$ cat config.mk
export PLATFORM = sky130hd
export DESIGN_NAME = pipe_stage_elastic
export DESIGN_NICKNAME = d
export VERILOG_FILES = /design/src/rtl/pipe_stage_elastic.sv
export SDC_FILE = /design/constraint.sdc
export NUM_CORES = 1
export LEC_CHECK = 0
export BUFFER_PORTS_ARGS = -buffer_cell sky130_fd_sc_hd__buf_2
export CAP_MARGIN = 10
export CORE_ASPECT_RATIO = 0.7
export CORE_MARGIN = 10
export CORE_UTILIZATION = 51
export DETAILED_ROUTE_END_ITERATION = 8
export PLACE_DENSITY_LB_ADDON = 0.2
export SKIP_CTS_REPAIR_TIMING = 1
export SLEW_MARGIN = 20
export SYNTH_ARGS = -nofsm -noshare
export SYNTH_HDL_FRONTEND = slang
export SYNTH_SLANG_ARGS = --single-unit
export TNS_END_PERCENT = 20
$ cat constraint.sdc
create_clock -name Clk -period 3.7 [get_ports Clk]
set_input_delay 0.74 -clock Clk [delete_from_list [all_inputs] [get_ports Clk]]
set_output_delay 0.74 -clock Clk [all_outputs]
set_load 0.01 [all_outputs]
$ cat src/rtl/pipe_stage_elastic.sv
// Elastic pipeline stage register: control+data bundle, valid/ready, 2-entry skid, sync flush.
// Latency 1 cycle, 1 entry/cycle; InReady is registered (skid empty), so OutReady never reaches it combinationally.
// Optional StallCnt/FlushCnt performance counters are built only when PERF_CNT_EN is defined.
module pipe_stage_elastic #(
    parameter int              CTRL_W      = 16,
    parameter int              DATA_W      = 128,
    parameter logic [CTRL_W-1:0] BUBBLE_CTRL = {CTRL_W{1'b0}},
    parameter int              CNT_W       = 16
) (
    input  logic              Clk,
    input  logic              Rst_n,
    input  logic              InValid,
    output logic              InReady,
    input  logic [CTRL_W-1:0] InCtrl,
    input  logic [DATA_W-1:0] InData,
    output logic              OutValid,
    input  logic              OutReady,
    output logic [CTRL_W-1:0] OutCtrl,
    output logic [DATA_W-1:0] OutData,
    input  logic              Flush
`ifdef PERF_CNT_EN
    ,
    output logic [CNT_W-1:0]  StallCnt,
    output logic [CNT_W-1:0]  FlushCnt
`endif
);

    logic              main_vld_q,  main_vld_d;
    logic [CTRL_W-1:0] main_ctrl_q, main_ctrl_d;
    logic [DATA_W-1:0] main_data_q, main_data_d;
    logic              skid_vld_q,  skid_vld_d;
    logic [CTRL_W-1:0] skid_ctrl_q, skid_ctrl_d;
    logic [DATA_W-1:0] skid_data_q, skid_data_d;
    logic              in_rdy_q,    in_rdy_d;

    logic acc;
    logic drn;

    assign acc = InValid & in_rdy_q;
    assign drn = main_vld_q & OutReady;

    always_comb begin
        main_vld_d  = main_vld_q;
        main_ctrl_d = main_ctrl_q;
        main_data_d = main_data_q;
        skid_vld_d  = skid_vld_q;
        skid_ctrl_d = skid_ctrl_q;
        skid_data_d = skid_data_q;

        if (Flush) begin
            // Payload registers keep their contents; only the valid bits are squashed.
            main_vld_d = 1'b0;
            skid_vld_d = 1'b0;
        end else if (!main_vld_q) begin
            if (acc) begin
                main_vld_d  = 1'b1;
                main_ctrl_d = InCtrl;
                main_data_d = InData;
            end
        end else if (!skid_vld_q) begin
            if (acc && drn) begin
                main_ctrl_d = InCtrl;
                main_data_d = InData;
            end else if (acc) begin
                skid_vld_d  = 1'b1;
                skid_ctrl_d = InCtrl;
                skid_data_d = InData;
            end else if (drn) begin
                main_vld_d  = 1'b0;
            end
        end else if (drn) begin
            main_ctrl_d = skid_ctrl_q;
            main_data_d = skid_data_q;
            skid_vld_d  = 1'b0;
        end

        in_rdy_d = ~skid_vld_d;
    end

    always_ff @(posedge Clk) begin
        if (!Rst_n) begin
            main_vld_q  <= 1'b0;
            main_ctrl_q <= '0;
            main_data_q <= '0;
            skid_vld_q  <= 1'b0;
            skid_ctrl_q <= '0;
            skid_data_q <= '0;
            in_rdy_q    <= 1'b1;
        end else begin
            main_vld_q  <= main_vld_d;
            main_ctrl_q <= main_ctrl_d;
            main_data_q <= main_data_d;
            skid_vld_q  <= skid_vld_d;
            skid_ctrl_q <= skid_ctrl_d;
            skid_data_q <= skid_data_d;
            in_rdy_q    <= in_rdy_d;
        end
    end

    assign InReady  = in_rdy_q;
    assign OutValid = main_vld_q;
    // Mask keeps RegWrite/MemWrite-style bits from leaking out of a bubble.
    assign OutCtrl  = main_vld_q ? main_ctrl_q : BUBBLE_CTRL;
    assign OutData  = main_data_q;

`ifdef PERF_CNT_EN
    localparam logic [CNT_W-1:0] CNT_ONE = {{(CNT_W-1){1'b0}}, 1'b1};

    logic [CNT_W-1:0] stall_cnt_q, stall_cnt_d;
    logic [CNT_W-1:0] flush_cnt_q, flush_cnt_d;

    always_comb begin
        stall_cnt_d = stall_cnt_q;
        flush_cnt_d = flush_cnt_q;
        if (main_vld_q && !OutReady && !(&stall_cnt_q))
            stall_cnt_d = stall_cnt_q + CNT_ONE;
        if (Flush && (main_vld_q || skid_vld_q || InValid) && !(&flush_cnt_q))
            flush_cnt_d = flush_cnt_q + CNT_ONE;
    end

    always_ff @(posedge Clk) begin
        if (!Rst_n) begin
            stall_cnt_q <= '0;
            flush_cnt_q <= '0;
        end else begin
            stall_cnt_q <= stall_cnt_d;
            flush_cnt_q <= flush_cnt_d;
        end
    end

    assign StallCnt = stall_cnt_q;
    assign FlushCnt = flush_cnt_q;
`endif

endmodule

==> summary.md <==
| Metric | Value |
|---|---|
| Share of flip-flops with an asynchronous set or reset | 0% |
| Worst Tran Pin Value | roughly 0.9 ns |
| Post-Syn Instances | 1379 |
| Pre-CTS setup slack | 1.199 ns |
| Total wire length | about 40000 µm |
| Pint | about 5.3 mW |
| Via count | 11880 |
| Netlist Area Pre-Place | 12800 µm² |
| Worst Path Buf+Inv | 2 |
| Vias in the first global route | approximately 11000 |
| RSZ-0062 raised after global routing | false |
| EDFF count, synth | 0 |
| Synthesis-to-finish area growth | 17.56% |
| Total gr overflow | 0 |
| Starting DRT DRC Count | 1190 |
| CTS Buffer Depth | 3 |
| YS warnings | 0 |
| Commonest cells in the netlist | 291 x dfxtp_1, 146 x a21oi_1 |
| RePlAce Congestion | between 0.7 and 0.8 |
| Critical path cell sequence | buf_4, and2_1, buf_2 |
| Sequential share of the synthesized area | 45.50% |
| I/O pin total | 295 |
| Die H | approximately 150 µm |
| Slowest stage delay, CP | between 0.7 and 0.8 ns |
| Area of the die | roughly 32000 µm² |
| # port buffers | just under 300 |
| Fin crit share | between 70% and 80% |
| Area leader, netlist | dfxtp_1 |
| Final Hold Fails | 0 |
| CTS buffer count | 29 |
| Worst EP arrival | 2.01 ns |
| Core area | 24680 µm² |
| Crit Path Class | reg2out |
| Ranking of synthesized cells by area | dfxtp_1 45%, mux2i_1 11%, a311oi_1 9.9% |
| Final Net Count | 1684 |
| Fill count | roughly 2200 |
| WHS | around 0.44 ns |
| Share of post-route cells with drive strength above 1 | 23.96% |
| Psw | about 1.8 mW |
| Setup total negative slack | 0 ns |
| Vias per cell | ~6.3 |
| Seq pwr share | 46.9% |
| First-pass iteration count of the detailed router | 5 |
| CTS root buf | clkbuf_16 |
| CTS tree | done |
| Synthesized area per cell | roughly 9.3 µm² |
| P_leak | 6.529 nW |
| Clock share of power | between 40% and 50% |
| Dpl hpwl | roughly 23000 µm |
| Combinational share of power | about an eighth |
| Outcome | complete, no violations |
| Largest net degree at the start of global routing | between 100 and 150 |
| Slew Limit Fails | 0 |
| GR Util All Layers | between 20% and 30% |
| Avg WL per Cell | around 21 µm |
| Die X | between 200 and 250 µm |
| Clk sinks | 291 |
| Remaining antenna violation count | 0 |
| Top delay family on crit path | flip-flops |
| Count leader, synth | dfxtp_1 |
| Antenna violations before repair | 8 |
| Layout Skew | approximately 0.024 ns |
| Final WS setup | about 0.95 ns |
| CP Max Fanout | 15 |
| Clk_lat worst skew | between 0.5 and 0.6 ns |
| Seq cells post-synth | roughly 290 |
| WP data required | between 2 and 3 ns |
| Netlist cell types | 27 |
| H-tree levels | 1 |
| Worst IR Drop VDD | ~0.38 mV |
| Row cnt | 48 |
| Synth Net Count | 1528 |
| Switching part of the total | 25.99% |
| Pwr Density | 471.3 nW/µm² |
| Max Cap Violations | 0 |
| # DRC | 0 |
| Max stage delay cell, worst path | dfxtp_1 |
| Fmax | about 0.36 GHz |
| Hold Crit Class | in2reg |
| CP Launch Type | register |
| Initial Util | approximately half |
| Period minus WS final | around 2.7 ns |
| First-pass GRT wire length | 62760 µm |
| Slew HR | 41.34% |
| Final setup viols | 0 |
| Top FF cell, synth | dfxtp_1 |
| CP endpoint kind | output port |
| Final total power | ~7.1 mW |
| Synth top area share | 45.50% |
| Worst-path clk slew | 0.07 ns |
-- final timing paths --
path,depth (start not counted),from,endpoint,slack [ns]
setup reg to reg,4,OutValid$_SDFF_PP0_,OutData[96]$_SDFFE_PN0P_,1.39
setup / recovery,3,OutValid$_SDFF_PP0_,OutCtrl[8],0.95
hold reg to reg,2,skid_data_q[121]$_SDFFE_PN0P_,skid_data_q[121]$_SDFFE_PN0P_,0.47
hold / removal,3,InData[105],skid_data_q[105]$_SDFFE_PN0P_,0.44
-- layout make-up --
class / count / area, µm² / area share, %
tap: 325 / 406.6 / 2.702
inverter: 3 / 21.27 / 0.1413
clock inverter: 8 / 68.82 / 0.4572
antenna: 6 / 15.01 / 0.09975
multi-input combinational: 895 / 6035 / 40.09
clock buffer: 45 / 875.8 / 5.819
timing repair buffer: 315 / 1804 / 11.99
sequential: 291 / 5826 / 38.70
-- routing by layer --
| layer | GRT usage (%) | vias to the layer above | wire length [µm] | part of all wire [%] |
|---|---|---|---|---|
| met4 | 5.876 | 4 | 732 | 1.8 |
| met1 | 31.38 | 5690 | 17390 | 43 |
| met2 | 36.21 | 487 | 18570 | 46 |
| li1 | - | 5644 | - | - |
| met5 | 0 | - | 34 | 0.085 |
| met3 | 5.038 | 52 | 3326 | 8.3 |
-- metrics by stage --
stage                     cell area, µm²  instances  util, %
after floorplan                    12800       1379        -
after global placement             14090       1829    57.09
after detailed placement           14090       1829    57.09
after CTS                          15040       1882    60.92
after global routing               15050       1886    60.96
final                              15050       1888    60.98
-- cells by family (layout without fill, tap and decap cells) --
group	after synthesis	after routing	synth area share, %
other	0	6	0
AND/OR/NAND/NOR	168	168	6.890
buffers and inverters	193	371	7.798
flip-flops	291	291	45.50
AO/OA/AOI/OAI	583	583	28.55
multiplexers	144	144	11.26
-- power by group through the flow --
| stage | combinational [mW] | clock, mW | sequential (mW) |
|---|---|---|---|
| 6_report | 0.834 | 2.93 | 3.33 |
| 5_1_grt | 0.908 | 3.09 | 3.34 |
| 3_3_place_gp | 0.817 | 0 | 3.40 |
| 4_1_cts | 0.832 | 2.97 | 3.33 |
| 2_1_floorplan | 0.457 | 0 | 3.43 |
| 3_5_place_dp | 0.832 | 0 | 3.40 |
-- cell usage in the layout, fill, tap and decap left out, types with 2 or more instances in the layout --
cell | synthesis | routed
a21oi_1 | 146 | 146
a311oi_1 | 144 | 144
a31oi_1 | 144 | 144
and2_1 | 16 | 16
buf_12 | 0 | 14
buf_2 | 63 | 294
buf_4 | 26 | 7
clkbuf_1 | 80 | 7
clkbuf_16 | 0 | 29
clkbuf_8 | 0 | 9
clkinv_2 | 0 | 6
dfxtp_1 | 291 | 291
diode_2 | 0 | 6
mux2i_1 | 144 | 144
nand3_1 | 144 | 144
o21ai_0 | 86 | 86
o21ai_1 | 58 | 58
o21ai_2 | 2 | 2
-- worst reg2reg max path: stages, from the launching register on --
cell and delay, ns:
dfxtp_1 0.79, nand2b_4 0.52, buf_12 0.43, a31oi_1 0.34, a311oi_1 0.09
-- flip-flops by register name, indices dropped and copies added (netlist names) --
register     count
OutData        128
OutValid         1
main_ctrl_q     16
skid_vld_q       1
skid_ctrl_q     16
skid_data_q    128
InReady          1
Note: power is estimated with default switching activity, not from simulation.
